===== src/rtl/shared_reg_arbiter.sv =====
// shared_reg_arbiter
//   Round-robin arbiter granting several requesters write access to one
//   shared n-bit register. A grant occupies one WRITE cycle; the register
//   takes the winner's data at the edge that ends WRITE, and the pointer
//   moves past the winner so other pending requesters go next.
//
// Ports
//   clk_i   in   1     clock, all state updates on rising edge
//   rst_i   in   1     synchronous active-high reset
//   req_i   in   m     level write request per requester
//   data_i  in   m*n   packed write data, slice [k*n +: n] is requester k
//   gnt_o   out  m     one-hot grant, high for the single WRITE cycle
//   busy_o  out  1     high while in WRITE
//   y_o     out  n     shared register value
//
// state | meaning
// ------+----------------------------------------------------------
// IDLE  | scanning req_i; a nonzero request latches a winner
// WRITE | grant/busy asserted; commit winner data and advance ptr

module shared_reg_arbiter #(
  parameter int          n   = 5,
  parameter logic [n-1:0] val = 5'd31,
  parameter int          m   = 4
) (
  input  logic             clk_i,
  input  logic             rst_i,
  input  logic [m-1:0]     req_i,
  input  logic [m*n-1:0]   data_i,
  output logic [m-1:0]     gnt_o,
  output logic             busy_o,
  output logic [n-1:0]     y_o
);

  localparam int PW = $clog2(m);

  typedef enum logic {
    ST_IDLE  = 1'b0,
    ST_WRITE = 1'b1
  } state_t;

  state_t        state_q;
  state_t        state_d;
  logic [PW-1:0] ptr_q;
  logic [PW-1:0] winner_q;
  logic [PW-1:0] pick;
  logic [n-1:0]  y_q;
  logic [n-1:0]  slice [m];

  for (genvar k = 0; k < m; k++) begin : g_slice
    assign slice[k] = data_i[k*n +: n];
  end

  // Walk from the farthest offset back toward ptr so the nearest asserted
  // request (lowest offset from ptr) is the last assignment and wins.
  always_comb begin
    pick = ptr_q;
    for (int i = m - 1; i >= 0; i--) begin
      if (req_i[PW'((int'(ptr_q) + i) % m)]) begin
        pick = PW'((int'(ptr_q) + i) % m);
      end
    end
  end

  // State register plus the datapath registers that move with it.
  always_ff @(posedge clk_i) begin
    if (rst_i) begin
      state_q  <= ST_IDLE;
      ptr_q    <= '0;
      winner_q <= '0;
      y_q      <= val;
    end else begin
      state_q <= state_d;
      if (state_q == ST_IDLE && req_i != '0) begin
        winner_q <= pick;
      end
      if (state_q == ST_WRITE) begin
        y_q   <= slice[winner_q];
        ptr_q <= (winner_q == PW'(m - 1)) ? '0 : winner_q + 1'b1;
      end
    end
  end

  // Next-state logic; req_i is ignored while in WRITE.
  always_comb begin
    state_d = state_q;
    case (state_q)
      ST_IDLE:  if (req_i != '0) state_d = ST_WRITE;
      ST_WRITE: state_d = ST_IDLE;
      default:  state_d = ST_IDLE;
    endcase
  end

  // Outputs decoded from the registered state only.
  always_comb begin
    gnt_o  = '0;
    busy_o = 1'b0;
    if (state_q == ST_WRITE) begin
      gnt_o[winner_q] = 1'b1;
      busy_o          = 1'b1;
    end
  end

  assign y_o = y_q;

endmodule


===== config.mk =====
export PLATFORM = sky130hd
export DESIGN_NAME = shared_reg_arbiter
export DESIGN_NICKNAME = d
export VERILOG_FILES = /design/src/rtl/shared_reg_arbiter.sv
export SDC_FILE = /design/constraint.sdc
export NUM_CORES = 1
export LEC_CHECK = 0
export CAP_MARGIN = 20
export CORE_UTILIZATION = 37
export CTS_CLUSTER_SIZE = 10
export DETAILED_ROUTE_END_ITERATION = 8
export GPL_TIMING_DRIVEN = 0
export PLACE_DENSITY_LB_ADDON = 0.15
export SLEW_MARGIN = 15
export SYNTH_ARGS = -nofsm -noshare
export SYNTH_HDL_FRONTEND = slang
export SYNTH_SLANG_ARGS = --single-unit

===== constraint.sdc =====
create_clock -name clk_i -period 1.6 [get_ports clk_i]
set_input_delay 0.32 -clock clk_i [delete_from_list [all_inputs] [get_ports clk_i]]
set_output_delay 0.32 -clock clk_i [all_outputs]
set_load 0.05 [all_outputs]

# [Word-level counts from Yosys, hierarchy flattened]
# Cells that the tools add are included.
[classes] n_addsub=4 multipliers=0 div_mod_pow=0 order_cmp=7 eq_ne=1 shift=0 mux=26 bitwise=2 reduce_logical=3
[op_table] op="2-bit by 4-bit < comparator with 1-bit output, second input constant" count=4
[op_table] op="1-bit 2-to-1 mux" count=11
[op_table] op="5-bit binary-select mux with 2-bit select" count=1
[op_table] op="2-bit 2-to-1 mux" count=5
[op_table] op="5-bit 2-to-1 mux" count=2
[op_table] op="1-bit binary-select mux with 2-bit select" count=4
[op_table] op="2-bit by 1-bit adder with 2-bit output, second input constant" count=2
[op_table] op="2-bit adder, second input constant" count=2
[op_table] op="4-bit 2-to-1 mux" count=1
[op_table] op="4-bit nonzero test" count=1
[op_table] op="3-bit greater-or-equal comparator, second input constant" count=1
[op_table] op="2-bit by 3-bit < comparator with 1-bit output, second input constant" count=1
[op_table] op="2-bit inverter with 3-bit output" count=1
[op_table] op="1-bit demux with 2-bit select" count=1
[op_table] op="2-bit equality test, second input constant" count=1
[op_table] op="2-bit by 1-bit greater-or-equal comparator with 1-bit output, second input constant" count=1
[op_table] op="1-bit logical AND" count=2
[op_table] op="1-bit case mux with 2 select lines" count=1
[op_table] op="1-bit inverter" count=1
[word_totals] reg_bits=10 latchBits=0 ramBits=0 romBits=0 wordCells=47 mem_count=0

# [Depth between registers and ports, before layout]
[depth] ltp_word=8 ltp_mapped=5 ltp_nobuf=4

# [Worst setup path before layout]
# Ideal clock, no wire load.
[synth_path] path_type="flip-flop to output port" from="register state_q" to="output port gnt_o[0]" arrival_time_ns=1.629 path_slack_ns=-0.349 stages_incl_launch_ff=4 path_buffers=2 path_cell_list="dfxtp_1 buf_2 clkbuf_1 and2_1"
[synth_between] elab_chain_cells=1
[synth_rtl] element="start: declaration" line="42" rtl="state_t state_q;"
[synth_rtl] element="start signal: assignment" line="73" rtl="state_q <= state_d;"
[synth_rtl] element="4-bit 2-to-1 mux" line="98" rtl="if (state_q == ST_WRITE) begin"
[synth_rtl] element="end: declaration" line="30" rtl="output logic [m-1:0] gnt_o,"
# No other way between the ends.

# [Worst setup path after layout]
[layout_path] from="register winner_q[0]" to="output port gnt_o[0]"
[layout_between] elab_chain_cells=5 word_cells_on_any_way=6
[layout_rtl] element="start: declaration" line="45" rtl="logic [PW-1:0] winner_q;"
[layout_rtl] element="start signal: assignment" line="75" rtl="winner_q <= pick;"
[layout_rtl] element="2-bit by 3-bit < comparator with 1-bit output (not written as such) or 2-bit by 1-bit greater-or-equal comparator with 1-bit output (tied branches)" line="99" rtl="gnt_o[winner_q] = 1'b1;"
[layout_rtl] element="1-bit logical AND (not written as such)" line="99"
[layout_rtl] element="1-bit 2-to-1 mux (not written as such)" line="99"
[layout_rtl] element="1-bit demux with 2-bit select (*)" line="99"
[layout_rtl] element="4-bit 2-to-1 mux (*)" line="98"
# Mark *: on every way between the ends. The rest lies on a longest branch, timed or not.

==> run metrics <==
post-synth cell types=22; H-Tree Depth=1; Hold Buf Count CTS=0; height of the die=between 40 and 50 µm; Layout Cells excl Fill=124; fmax=0.637 GHz; Fin. Hold Viols=0; FF+latch area=~200 µm²; leakage=approximately 0.45 nW; critical path's top delay family=flip-flops; Slew HR=0.675; Mapped Area=roughly 650 µm²; Pwr per Cell Area=743 nW/µm²; post-route antenna net violation count=0; CTS tree=yes; nets=139; sequential fraction of the synthesis area=0.309; DRT Pass-1 Iters=5; critical path's slowest cell=dfxtp_2; kind of critical path=reg -> out; reg2reg setup slack=0.09 ns; CP bufs+invs=3; Die Width=43.8 µm; die area=1920 µm²; final setup fails=0; share of layout cells above drive strength 1=0.315; final worst path period share=0.982; crit end category=primary output; Cells after DPL=about 120; Peak VDD IR=~0.45 mV; Final Power=0.843 mW; CTS clk-pin slew, worst paths=0.07 ns; Post-Synth Adder-Cell Area=0.0774; Mapped Cells=66; fillers=about 130; routability cong.=between 0.8 and 0.9; Post-Synth Simple-Gate Area=0.203; core area=1580 µm²; arrival time worst endpoint=1.25 ns; CTS sink cnt=10; largest net degree at the start of global routing=20; TritonCTS buffer count=3; largest family of logic cells by synthesized area=multiplexers; post-route cell area=1130 µm²; Max Slew Vio Count=0; area occupied by multi-input gates=428 µm²; Warnings, synthesis=0; max cap viols=0; worst hold path depth=2; vias in the first global route=665; CP peak stage delay=0.36 ns; WHS=0.549 ns; Hold WC Path Type=reg -> reg; fraction of registers with async set/reset=0; DR iter-0 viols=11; Mapped Avg Cell Area=9.80 µm²; Synth Flop Type=dfxtp_1; overall routing resource usage=0.203; CP required=roughly 1.3 ns; setup TNS=0 ns; initial antenna violation count=0; Hold EP=ptr_q[0]; hold_sp=ptr_q[0]; clock tree buffer depth=2; WL/cell=around 13 µm; # DRC=4; drt via density=about 5.2; critical-path cell list=buf_6 -> inv_4 -> ha_2 -> and2_4 -> buf_8; worst-margin pin slew=roughly 0.5 ns; DP Area=1020 µm²; worst-path maximum fanout=3; status=complete, but fails checks; Skew-Pair Late Insertion Delay=0.27 ns; vias=approximately 650; worst r2r path cells=4; PortBufs=35; Area Growth Syn to Fin=75.4%; post-synthesis compound-gate area fraction=0.145; GR Overflow Total=0; reg2reg start=winner_q[0]; Top Ports=36; post-synthesis sequential element count=10; routed wire length=1650 µm; HPWL after DPL=1270 µm; ANT cells=0; number of core rows=14; Synth Area in XOR/XNOR=0; global-route wire length before repair=2850 µm; min Tclk post-route=approximately 1.6 ns; mux share of post-synthesis cell area=0.205; Startpoint Class=flip-flop; r2r endpoint=y_o[2]; Clock Skews=0.00239 ns; EDFF count, synth=0; unrepaired setup endpoints after global routing=yes; Root Driver=clkbuf_4; synthesized net count=between 90 and 100; failing checks=DRC; Starting Density=0.410
-- how the worst max path moves through the flow --
stage,cells after the start,endpoint,slack [ns],from
global route,5,gnt_o[0],-0.03,winner_q[0]
finish,5,gnt_o[0],0.03,winner_q[0]
global placement,4,gnt_o[3],-0.62,state_q
CTS,5,gnt_o[0],-0.04,winner_q[0]
detailed placement,4,gnt_o[0],-0.64,state_q
floorplan,3,gnt_o[0],-0.06,state_q
-- area by class of cell --
type                       count  share of cell area
timing repair buffer          39               0.350
multi-input combinational     48               0.377
sequential                    10               0.180
tap                           16              0.0176
clock buffer                   4              0.0320
buffer                         4              0.0320
inverter                       3              0.0121
-- registers in the layout, indices dropped and copies added, names as in the netlist --
name,cells
y_o,5
ptr_q,2
winner_q,2
state_q,1
-- metrics by stage --
step / worst slack [ns] / utilization
after global routing: -0.0322 / 0.720
final: 0.0295 / 0.720
after global placement: -0.621 / 0.649
after detailed placement: -0.636 / 0.649
after floorplan: -0.0571 / -
after CTS: -0.0376 / 0.698
-- cell usage after synthesis (2+ instances only) --
cell type | count | area share
dfxtp_1 | 10 | 0.31
nor2b_1 | 8 | 0.077
nor2_1 | 6 | 0.035
a211o_1 | 5 | 0.068
mux4_2 | 5 | 0.17
a21oi_1 | 4 | 0.031
and2_1 | 4 | 0.039
ha_1 | 4 | 0.077
clkbuf_1 | 3 | 0.017
inv_1 | 3 | 0.017
mux2i_1 | 2 | 0.031
nand2b_1 | 2 | 0.019
-- repair_timing --
action / 4_1_cts / 5_1_grt
resized for setup: 43 / 13
endpoints found under the setup margin: 10 / 5
setup buffers: 3 / 1
-- where the power goes --
group | internal [mW] | switching, mW
sequential | 0.272 | 0.0125
combinational | 0.170 | 0.153
clock | 0.138 | 0.0977
total | 0.580 | 0.263
-- worst register-to-register path: cells and delay by family, from the launching register on --
kind | cells | cell delay, ns
mux | 1 | 0.51
buf+inv | 2 | 0.25
compound gates | 1 | 0.29
flops | 1 | 0.36
-- cell usage in the layout (no fill, tap or decap) --
cell type	count
inv_1	1
nor3_1	1
o21ai_0	1
a211o_1	5
clkbuf_1	1
o32ai_1	1
buf_4	4
o311ai_0	1
nand2_1	1
inv_4	1
dlygate4sd2_1	6
inv_2	1
dfxtp_2	3
and2_4	4
nor2_1	6
mux2i_1	2
clkbuf_8	2
or2_2	1
clkdlybuf4s50_1	25
a21oi_1	4
dfxtp_1	7
buf_6	2
o21bai_1	1
nor2b_1	8
nand2b_1	2
ha_2	4
mux4_2	5
buf_8	4
nor4_1	1
clkbuf_4	3
-- per-layer routing --
metal / vias up / share of wire / global-route usage
met5: - / 0 / 0
met4: 0 / 0.0054 / 0.0938
met1: 299 / 0.42 / 0.229
li1: 321 / - / -
met2: 25 / 0.52 / 0.358
met3: 2 / 0.056 / 0.0458
-- kinds of logic (layout without fill, tap and decap cells) --
group / count (synthesis) / after routing
and+or+nand+nor: 24 / 24
AOI/OAI and AO/OA: 13 / 13
DFF: 10 / 10
buffers and inverters: 8 / 50
muxes: 7 / 7
adders and majority gates: 4 / 4
(Power assumes the default switching activity.)
